### src/rtl/blink_decoder.sv
// -----------------------------------------------------------------------------
// blink_decoder
//
// Measures a received blink waveform (nominal 1 s period with either a long
// or a short high time) and classifies every complete period, closed by the
// next rising edge, as LONG, SHORT or invalid.
//
// Optional feature macro: BLINK_DECODER_GLITCH_FILTER_EN
//   Defined   -> the synchronized input only changes level after the new value
//                has been stable for FILTER_LEN consecutive cycles.
//   Undefined -> every synchronized edge is used directly.
//
// Parameters (all in clk cycles except LOCK_N):
//   PERIOD      nominal period
//   LONG_HIGH   nominal high time of a LONG blink
//   SHORT_HIGH  nominal high time of a SHORT blink
//   TOL         inclusive +/- tolerance for every comparison
//   LOCK_N      identical valid classifications needed for `locked`
//   FILTER_LEN  stability length of the glitch filter
//
// Ports:
//   clk       in   system clock
//   rst       in   asynchronous active-low reset
//   blink_in  in   asynchronous blink waveform
//   valid     out  one-cycle pulse: a period was measured
//   is_short  out  class of the last good period (1 = SHORT, 0 = LONG), held
//   err       out  one-cycle pulse: out-of-tolerance period/high time or timeout
//   locked    out  high while the last LOCK_N classifications were valid and equal
// -----------------------------------------------------------------------------
module blink_decoder #(
    parameter int unsigned PERIOD     = 100_000_000,
    parameter int unsigned LONG_HIGH  = 50_000_000,
    parameter int unsigned SHORT_HIGH = 25_000_000,
    parameter int unsigned TOL        = 1_000_000,
    parameter int unsigned LOCK_N     = 2,
    parameter int unsigned FILTER_LEN = 16
) (
    input  logic clk,
    input  logic rst,
    input  logic blink_in,
    output logic valid,
    output logic is_short,
    output logic err,
    output logic locked
);

`ifdef BLINK_DECODER_GLITCH_FILTER_EN
    localparam bit FILTER_EN = 1'b1;
`else
    localparam bit FILTER_EN = 1'b0;
`endif

    // Counters must hold PERIOD+TOL+1, the value that triggers the timeout.
    localparam int unsigned CW = $clog2(PERIOD + TOL + 2);
    localparam int unsigned SW = $clog2(LOCK_N + 1);

    localparam logic [CW-1:0] CNT_ONE  = CW'(1);
    localparam logic [CW-1:0] CNT_MAX  = {CW{1'b1}};
    localparam logic [CW-1:0] PER_MIN  = CW'(PERIOD - TOL);
    localparam logic [CW-1:0] PER_MAX  = CW'(PERIOD + TOL);
    localparam logic [CW-1:0] SHORT_LO = CW'(SHORT_HIGH - TOL);
    localparam logic [CW-1:0] SHORT_HI = CW'(SHORT_HIGH + TOL);
    localparam logic [CW-1:0] LONG_LO  = CW'(LONG_HIGH - TOL);
    localparam logic [CW-1:0] LONG_HI  = CW'(LONG_HIGH + TOL);
    localparam logic [SW-1:0] STK_ONE  = SW'(1);
    localparam logic [SW-1:0] LOCK_LVL = SW'(LOCK_N);

    typedef enum logic [1:0] {
        IDLE,
        HIGH,
        LOW
    } state_t;

    state_t        state, state_n;
    logic [CW-1:0] hi_cnt, hi_cnt_n;
    logic [CW-1:0] per_cnt, per_cnt_n;
    logic [SW-1:0] streak, streak_n;
    logic          valid_n, err_n, is_short_n, locked_n;

    logic sync1, sync2;
    logic level, level_d;
    logic rise, fall;
    logic period_ok, short_ok, long_ok;

    function automatic logic [CW-1:0] sat_inc(input logic [CW-1:0] v);
        return (v == CNT_MAX) ? v : v + CNT_ONE;
    endfunction

    // Two-flop synchronizer for the asynchronous input.
    // NOTE: sequential state uses non-blocking assignments so every flop samples
    // the pre-edge value of the others; blocking here would collapse the chain.
    always_ff @(posedge clk or negedge rst) begin
        if (!rst) begin
            sync1 <= 1'b0;
            sync2 <= 1'b0;
        end else begin
            sync1 <= blink_in;
            sync2 <= sync1;
        end
    end

    generate
        if (FILTER_EN && (FILTER_LEN > 0)) begin : g_filter
            localparam int unsigned FW = (FILTER_LEN > 1) ? $clog2(FILTER_LEN) : 1;
            localparam logic [FW-1:0] LAST = FW'(FILTER_LEN - 1);

            logic [FW-1:0] stable_cnt;
            logic          filt;

            // Counts consecutive cycles where the input disagrees with the
            // filtered level; any agreement restarts the count. Both edges are
            // delayed equally, so clean widths are preserved.
            always_ff @(posedge clk or negedge rst) begin
                if (!rst) begin
                    filt       <= 1'b0;
                    stable_cnt <= '0;
                end else if (sync2 == filt) begin
                    stable_cnt <= '0;
                end else if (stable_cnt == LAST) begin
                    filt       <= sync2;
                    stable_cnt <= '0;
                end else begin
                    stable_cnt <= stable_cnt + FW'(1);
                end
            end

            assign level = filt;
        end else begin : g_nofilter
            assign level = sync2;
        end
    endgenerate

    assign rise = level & ~level_d;
    assign fall = ~level & level_d;

    // Inclusive tolerance windows, evaluated on the closing rising edge.
    assign period_ok = (per_cnt >= PER_MIN)  && (per_cnt <= PER_MAX);
    assign short_ok  = (hi_cnt  >= SHORT_LO) && (hi_cnt  <= SHORT_HI);
    assign long_ok   = (hi_cnt  >= LONG_LO)  && (hi_cnt  <= LONG_HI);

    always_ff @(posedge clk or negedge rst) begin
        if (!rst) begin
            state    <= IDLE;
            hi_cnt   <= '0;
            per_cnt  <= '0;
            streak   <= '0;
            level_d  <= 1'b0;
            valid    <= 1'b0;
            err      <= 1'b0;
            is_short <= 1'b0;
            locked   <= 1'b0;
        end else begin
            state    <= state_n;
            hi_cnt   <= hi_cnt_n;
            per_cnt  <= per_cnt_n;
            streak   <= streak_n;
            level_d  <= level;
            valid    <= valid_n;
            err      <= err_n;
            is_short <= is_short_n;
            locked   <= locked_n;
        end
    end

    always_comb begin
        // NOTE: every output of this block gets a default before the case so no
        // path leaves a variable unassigned, which would infer a latch.
        state_n    = state;
        hi_cnt_n   = hi_cnt;
        per_cnt_n  = per_cnt;
        streak_n   = streak;
        valid_n    = 1'b0;
        err_n      = 1'b0;
        is_short_n = is_short;
        locked_n   = locked;

        case (state)
            IDLE: begin
                if (rise) begin
                    state_n   = HIGH;
                    hi_cnt_n  = CNT_ONE;
                    per_cnt_n = CNT_ONE;
                end
            end

            HIGH: begin
                if (per_cnt > PER_MAX) begin
                    state_n   = IDLE;
                    hi_cnt_n  = '0;
                    per_cnt_n = '0;
                    err_n     = 1'b1;
                    streak_n  = '0;
                    locked_n  = 1'b0;
                end else if (fall) begin
                    state_n   = LOW;
                    per_cnt_n = sat_inc(per_cnt);
                end else begin
                    hi_cnt_n  = sat_inc(hi_cnt);
                    per_cnt_n = sat_inc(per_cnt);
                end
            end

            LOW: begin
                // A closing edge is evaluated even when it coincides with the
                // timeout threshold; the evaluation reports the error itself.
                if (rise) begin
                    state_n   = HIGH;
                    hi_cnt_n  = CNT_ONE;
                    per_cnt_n = CNT_ONE;
                    valid_n   = 1'b1;
                    if (period_ok && (short_ok || long_ok)) begin
                        is_short_n = short_ok;
                        // streak == 0 means no previous good class to match.
                        if ((streak != '0) && (short_ok == is_short)) begin
                            streak_n = (streak == LOCK_LVL) ? streak : streak + STK_ONE;
                        end else begin
                            streak_n = STK_ONE;
                        end
                        locked_n = (streak_n >= LOCK_LVL);
                    end else begin
                        err_n    = 1'b1;
                        streak_n = '0;
                        locked_n = 1'b0;
                    end
                end else if (per_cnt > PER_MAX) begin
                    state_n   = IDLE;
                    hi_cnt_n  = '0;
                    per_cnt_n = '0;
                    err_n     = 1'b1;
                    streak_n  = '0;
                    locked_n  = 1'b0;
                end else begin
                    per_cnt_n = sat_inc(per_cnt);
                end
            end

            default: begin
                state_n   = IDLE;
                hi_cnt_n  = '0;
                per_cnt_n = '0;
            end
        endcase
    end

endmodule

### config.mk
export PLATFORM = sky130hd
export DESIGN_NAME = blink_decoder
export DESIGN_NICKNAME = d
export VERILOG_FILES = /design/src/rtl/blink_decoder.sv
export SDC_FILE = /design/constraint.sdc
export NUM_CORES = 1
export LEC_CHECK = 0
export ABC_CLOCK_PERIOD_IN_PS = 7000
export CORE_MARGIN = 8
export CORE_UTILIZATION = 45
export CTS_BUF_LIST = sky130_fd_sc_hd__clkbuf_4
export CTS_CLUSTER_SIZE = 8
export DETAILED_ROUTE_END_ITERATION = 8
export GPL_TIMING_DRIVEN = 0
export PLACE_DENSITY_LB_ADDON = 0.3
export SYNTH_ARGS = -nofsm -noshare
export SYNTH_HDL_FRONTEND = slang
export SYNTH_SLANG_ARGS = --single-unit
### constraint.sdc
create_clock -name clk -period 7 [get_ports clk]
set_input_delay 1.75 -clock clk [delete_from_list [all_inputs] [get_ports clk]]
set_output_delay 1.75 -clock clk [all_outputs]
set_load 0.01 [all_outputs]
## Word-level counts from Yosys, hierarchy flattened

Index checks and enable logic that the tools add are counted.

| operators by class | value |
|---|---|
| add/sub/neg operators | 3 |
| magnitude comparators | 8 |
| equal/unequal tests | 11 |
| multiplexer cells | 36 |
| bitwise gates (word level) | 4 |
| reduce and logical (&&, ||, !) cells | 12 |

Operators with widths:

| operator | count |
|---|---|
| $mux 27 | 9 |
| $pmux 27 s3 | 2 |
| $add 27x1->27 const B | 2 |
| $eq 27x27->1 const B | 2 |
| $ge 27x25->1 const B | 1 |
| $ge 27x26->1 const B | 1 |
| $ge 27x27->1 const B | 1 |
| $gt 27x27->1 const B | 1 |
| $le 27x25->1 const B | 1 |
| $le 27x26->1 const B | 1 |
| $le 27x27->1 const B | 1 |
| $mux 2 | 13 |
| $ne 3x3->1 const B | 4 |
| $mux 1 | 8 |
| $pmux 2 s3 | 1 |
| $reduce_and 3->1 | 2 |
| $logic_and 1x1->1 | 5 |
| $eq 2x2->1 const B | 2 |
| $pmux 1 s2 | 2 |
| $pmux 2 s2 | 1 |
| $reduce_and 4->1 | 1 |
| $reduce_bool 2->1 | 2 |
| $add 2x1->2 const B | 1 |
| $and 1x1->1 | 2 |
| 7 further kinds | 8 |

| storage, ports and cells | value |
|---|---|
| flip-flop bits (word level) | 65 |
| output and inout bits | 4 |

## Longest topological paths before layout

Gate-level depths: netlist of the first run.

| logic depth | value |
|---|---|
| word-level depth | 12 |
| gate-level depth with buffers | 9 |

## Worst setup path after synthesis of the first run

Ideal clock, no wire load.

| path | value |
|---|---|
| path kind | flip-flop to flip-flop |
| from | register per_cnt[7] |
| to | register hi_cnt[2] |
| library setup time | 0.129 ns |
| data arrival time | 2.478 ns |
| required time | 6.871 ns |
| setup slack | 4.393 ns |
| cell stages (with the launch flop) | 9 |
| buffers on the path | 1 |
| clock period less this slack | 2.607 ns |
| cells stage by stage | dfrtp_1 -> or4b_1 -> or4b_4 -> nor3_4 -> o21ai_2 -> o22ai_1 -> nand2b_2 -> buf_4 -> o21ai_0 |

| between the ends | value |
|---|---|
| longest elaborated chain between the ends | 3 |
| elaborated cells on any way between the ends | 7 |
| those cells by class | 1 x order compare; 3 x eq/ne; 2 x mux; 1 x reduce/logical |

RTL lines:

| element | line | text |
|---|---|---|
| start, declared | 76 | `logic [CW-1:0] per_cnt, per_cnt_n;` |
| start signal, assigned | 155 | `per_cnt <= per_cnt_n;` |
| $gt 27x27->1 * | 187, 225 |  |
| $ne 3x3->1 (no line) or $mux 27 (tied branches) | - |  |
| $reduce_and 4->1 (no line) or $pmux 27 s3 (tied branches) | - |  |
| end signal, assigned | 154 | `hi_cnt <= hi_cnt_n;` |
| end, declared | 75 | `logic [CW-1:0] hi_cnt, hi_cnt_n;` |

Mark *: on every way between the ends. The rest lies on a longest branch, timed or not.
A chain may end at the register's enable or synchronous reset.

## Worst setup path after layout of the first run

| path | value |
|---|---|
| from | register per_cnt[6] |
| to | register hi_cnt[5] |

The elaborated chain is that of the path after synthesis.

==> results of run 1 <==
-- layer usage --
metal | part of all wire [%] | routed length (um)
met3 | 6.6 | 778
met2 | 45 | 5350
met4 | 2.2 | 258
met1 | 46 | 5380
met5 | 0 | 0
-- how the worst min path moves through the flow --
stage | to | slack [ns] | depth (start not counted)
after global placement | level | 0.33 | 0
after global routing | level | 0.38 | 0
after floorplan | level | 0.33 | 0
after detailed placement | level | 0.34 | 0
final | level | 0.37 | 0
after CTS | level | 0.37 | 0
-- area by class of cell --
class	instances	area (um^2)
Tap cell	133	166
Fill cell	940	4870
Clock buffer	10	75.1
Timing Repair Buffer	6	57.6
Clock inverter	6	58.8
Sequential cell	65	1630
Multi-Input combinational cell	410	2510
Inverter	13	48.8
Buffer	40	183
-- cell usage after synthesis, drive strengths merged, types with 5 or more instances --
| master | count | area (um^2) |
|---|---|---|
| a21oi | 23 | 115 |
| a31oi | 16 | 100 |
| and3 | 11 | 68.8 |
| buf | 9 | 65.1 |
| clkbuf | 31 | 118 |
| dfrtp | 65 | 1630 |
| ha | 10 | 125 |
| inv | 13 | 48.8 |
| nand2 | 47 | 179 |
| nand2b | 5 | 33.8 |
| nand3 | 28 | 140 |
| nand4 | 13 | 81.3 |
| nor2 | 41 | 161 |
| nor2b | 12 | 75.1 |
| nor3 | 17 | 108 |
| nor4 | 9 | 56.3 |
| o21ai | 75 | 379 |
| o31ai | 24 | 180 |
| o41ai | 18 | 195 |
-- power groups by stage --
stage	logic, W	clock network (W)	registers [W]
after global placement	0.000488	0	0.000426
final	0.000503	0.000258	0.000420
after detailed placement	0.000491	0	0.000427
after CTS	0.000493	0.000263	0.000420
after floorplan	0.000341	0	0.000421
after global routing	0.000554	0.000282	0.000424
-- logic make-up (layout without fill, tap and decap cells) --
kind of cell / Yosys count / after routing
compound gates: 183 / 183
xor+xnor: 1 / 1
fa+ha+maj: 10 / 10
buf+inv: 53 / 75
flops: 65 / 65
mux: 4 / 4
simple gates: 212 / 212
-- through the flow --
stage	worst slack [ns]	util, %
after CTS	3.71	49.2
after detailed placement	3.73	47.8
after global routing	3.40	49.2
after global placement	2.01	47.9
final	3.61	49.2
after floorplan	4.39	-
-- cells in the final DEF (no fill, tap or decap), types with 4 or more instances in the layout --
cell	count
buf_4	4
o21ai_0	73
a31oi_1	16
clkdlybuf4s50_1	5
nand2b_1	4
nand3_1	28
nor2b_1	12
o31ai_1	24
clkbuf_1	30
nor4_1	9
dfrtp_1	65
o211ai_1	4
nor2_1	40
nor3_1	15
o41ai_2	5
nand4_1	13
inv_1	13
o41ai_1	13
clkbuf_4	10
ha_1	10
nand2_1	46
a21oi_1	23
and3_1	11
buf_2	4
-- registers in the layout, summed over array words and instances, names as in the netlist --
register / cells
level: 1
locked: 1
hi_cnt: 27
state: 2
streak: 2
per_cnt: 27
sync1: 1
err: 1
valid: 1
level_d: 1
is_short: 1
==> impl_metrics.toml, run 1 <==
[placement]
dpl.hpwl_um = 8200
gp_congestion = 0.909
placed_cells = 667
placed_area_um2 = 4590
place.port_buffers = 6

[critical_path]
r2r-end = "hi_cnt[5]"
timing.rr.start = "per_cnt[6]"
cp-startpoint = "per_cnt[6]"
cp-endpoint = "hi_cnt[5]"
critPathKind = "reg2reg"
worstPathCellList = "clkbuf_1, o211ai_1, a211oi_1, o31ai_1, o21ai_0, clkbuf_1, nor2_1, o21ai_0, o41ai_2"
cp.required_ns = 7.31
crit_family = "compound AO/OA/AOI/OAI gates"
r2r_cells = 9
cp_max_fo = 10
crit_cells = 9
cp_slowest_stage_delay_ns = 0.76
r2r_setup_slack_ns = 3.61
critPathSlowestCell = "o21ai_0"
cp-end-kind = "flip-flop"
cp-start-kind = "flip-flop"
critical_path_arrival_ns = 3.69
critPathBufInv = 2

[die]
core_region_area_um2 = 9590
die-area_um2 = 13100
die_w_um = 115
rows = 36
initial_core_util_pct = 45.5
die-height_um = 115
io_pins = 7

[sta]
skew_ns = 0.0192
finalSetupViolCount = 0
rsz0062_at_grt = "false"
max-slew-margin-rel_pct = 36.9
fin_crit_sh_pct = 48.4
holdWs_ns = 0.365
period_minus_slack_ns = 3.39
slew_viol_final = 0
worst_pin_slew_ns = 0.937
finalHoldViolations = 0
finalSetupTns_ns = 0
max_freq_ghz = 0.295

[pwr]
vdd_drop_max_uv = 106
power_per_cell_area_nw_per_um2 = 250
clkPwrFrac_pct = 21.8
leakagePower_nw = 1.77
switching_share_pct = 44.0
power.total_w = 0.00118
pwr-share-seq_pct = 35.6
share_comb_of_total_power_pct = 42.6
p_int_w = 0.000661
switchingPower_w = 0.000520

[route]
routed_wl_um = 11800
routed_via_density = 6.29
wl_per_cell_um = 17.2
dr.first_iter.drc_count = 518
antenna_left = 0
detailroute.via_count = 4297
drc = 0
drt-pass1-iter-count = 6

[cells_and_area]
diodes = 0
nets = 558
final_area_um2 = 4720
drive_above_1_share_pct = 7.82
syn_to_final_growth_pct = 8.19
fin_cells = 683

[clocking]
postCtsResizedCells = 0
cts_buffer_depth = 2
post_cts_buffers = 0
cts_buffers = 9
cts_root_buf = "clkbuf_4"
hold_buffers = 0
clock_sinks = 65
tritoncts = "built"
cts_max_level = 3
clk_pin_slew_worst_paths_ns = 0.11
clock_latency_ns = 0.44

[synthesis]
syn_area_um2 = 4370
synth_cells = 528
synthFlopType = "dfrtp_1"
synth_seq_cells = 65
synth_xor_area_share_pct = 0.201
synthArstFlopShare_pct = 100
synth-compound-area-share_pct = 27.2
seq_area_frac_synth_pct = 37.2
syn-mean-instance-area_um2 = 8.27
synth.distinct_cells = 65
yosys_warnings = 0
syn-num-nets = 541
synth_top_family_by_area = "compound AO/OA/AOI/OAI gates"
synth_edf_count = 0
synth-simple-area-share_pct = 26.2
muxShareOfSynthArea_pct = 0.946
synthAdderAreaFrac_pct = 2.87

[global_route]
met3_usage_pct = 3.11
busiest_layer = "met2"
grt_use_total_pct = 19.1
use_met2_pct = 28.3
antenna_found_initial = 0
grt_max_degree = 66
use_met1_pct = 26.1
grt_pass1_vias = 3935
grt_pass1_wl_um = 20000
grt.overflow.total = 0

[hold_path]
min_from = "sync1"
holdCritPathClass = "reg2reg"

[outcome]
outcome = "complete, no violations"

[job]
maxCapViolCount = 0
No activity file was read; power rests on OpenSTA's default activity.
==> run 2: changes to the inputs <==
Settings changed: ABC_CLOCK_PERIOD_IN_PS 7000 to 3400.
Clock period 7 ns to 3.4 ns, I/O delays scaled along.
==> impl_metrics.toml, run 2 (synthesized netlist as in run 1, its figures left out) <==
[route]
drt-pass1-iter-count = 5
routed_via_density = 6.32
drc = 0
detailroute.via_count = 4314
routed_wl_um = 11800
wl_per_cell_um = 17.3
dr.first_iter.drc_count = 473
antenna_left = 0

[global_route]
grt_pass1_wl_um = 20000
antenna_found_initial = 0
grt.overflow.total = 0
grt_pass1_vias = 3935
grt_use_total_pct = 19.1
grt_max_degree = 66

[sta]
holdWs_ns = 0.365
max_freq_ghz = 0.317
skew_ns = 0.0166
finalHoldViolations = 0
rsz0062_at_grt = "false"
worst_pin_slew_ns = 0.943
period_minus_slack_ns = 3.15
finalSetupTns_ns = 0
slew_viol_final = 0
fin_crit_sh_pct = 92.7
max-slew-margin-rel_pct = 36.6
finalSetupViolCount = 0

[clocking]
post_cts_buffers = 0
cts_buffer_depth = 2
clock_sinks = 65
clk_pin_slew_worst_paths_ns = 0.12
cts_buffers = 9
clock_latency_ns = 0.44
tritoncts = "built"
postCtsResizedCells = 0
cts_max_level = 3
hold_buffers = 0
cts_root_buf = "clkbuf_4"

[job]
maxCapViolCount = 0

[outcome]
outcome = "complete, no violations"

[critical_path]
worstPathCellList = "or4b_1, or4b_4, nor3_4, o21ai_2, o22ai_1, clkbuf_1, o21ai_0, o41ai_1"
crit_family = "simple AND/OR/NAND/NOR gates"
cp_slowest_stage_delay_ns = 0.57
critPathKind = "reg2reg"
critPathBufInv = 1
cp_max_fo = 10
critical_path_arrival_ns = 3.45
cp.required_ns = 3.69
cp-end-kind = "flip-flop"
cp-start-kind = "flip-flop"
critPathSlowestCell = "or4b_4"

[die]
rows = 36
core_region_area_um2 = 9590
initial_core_util_pct = 45.5
die-height_um = 115
die_w_um = 115
die-area_um2 = 13100
io_pins = 7

[pwr]
leakagePower_nw = 1.77
vdd_drop_max_uv = 216
power_per_cell_area_nw_per_um2 = 513

[cells_and_area]
drive_above_1_share_pct = 8.18
layout_common_cells = "o21ai_0 (72), dfrtp_1 (65), nand2_1 (46)"
nets = 558
syn_to_final_growth_pct = 8.42
final_common_cell = "o21ai_0"
diodes = 0
reg_top3 = "hi_cnt (27), per_cnt (27)"

[hold_path]
holdCritPathClass = "reg2reg"

[placement]
dpl.hpwl_um = 8200
gp_congestion = 0.909
place.port_buffers = 6
## run 2: cell count changes in the layout (fill, tap and decap cells not counted)
cell / before / now
nor3_2: 0 / 1
o21ai_0: 73 / 72
o31ai_1: 24 / 23
o31ai_2: 0 / 1
nor3_1: 15 / 14
o21ai_1: 1 / 2
## run 2: through the flow
stage                     instance area, um^2  setup slack, ns  total power [W]  util [%]  std cells
after floorplan                          4370            0.793          0.00157         -        528
after global placement                   4590           -0.691          0.00188      47.9        667
after detailed placement                 4590            0.134          0.00189      47.8        667
after CTS                                4720            0.114          0.00242      49.2        683
after global routing                     4730           0.0477          0.00259      49.3        683
final                                    4730            0.247          0.00243      49.3        683
## run 2: where the power goes
group          switching, W  internal (W)  total (W)
clock              0.000304      0.000227   0.000531
sequential        0.0000492      0.000815   0.000865
combinational      0.000715      0.000318    0.00103
total               0.00107       0.00136    0.00243
## run 2: worst reg2reg max path, stage by stage, from the launching register on
cell	delay (ns)
dfrtp_1	0.44
or4b_1	0.54
or4b_4	0.57
nor3_4	0.26
o21ai_2	0.13
o22ai_1	0.27
clkbuf_1	0.45
o21ai_0	0.21
o41ai_1	0.12
## run 2: worst paths after layout
path | from | to | slack, ns | depth (start not counted)
worst max-delay path | per_cnt[7] | hi_cnt[6] | 0.25 | 8
worst min-delay path | sync1 | level | 0.37 | 0
worst max register to register | per_cnt[7] | hi_cnt[6] | 0.25 | 8
worst min register to register | sync1 | level | 0.37 | 0
max in group asynchronous | rst | per_cnt[20] | 2.36 | 1
min in group asynchronous | rst | hi_cnt[17] | 0.49 | 1
## run 2: area by class of cell
| type | instances | area (um^2) |
|---|---|---|
| fill | 937 | 4860 |
| multi-input combinational | 410 | 2520 |
| sequential | 65 | 1630 |
| buffer | 40 | 183 |
| tap | 133 | 166 |
| clock buffer | 10 | 75.1 |
| clock inverter | 6 | 58.8 |
| timing repair buffer | 6 | 57.6 |
| inverter | 13 | 48.8 |
## run 2: routing by layer
| metal | share of wire, % | up-vias | track usage, % |
|---|---|---|---|
| met5 | 0 | - | 0 |
| met4 | 2.8 | 0 | 9.76 |
| met3 | 7.7 | 35 | 3.11 |
| met2 | 45 | 189 | 28.3 |
| met1 | 45 | 2062 | 26.1 |
| li1 | - | 2028 | - |
==> run 3: changes to the inputs <==
Settings changed: HOLD_SLACK_MARGIN set to 0.08.
==> results of run 3 <==
Final layout, timing and power as in run 2 (identical DEF).
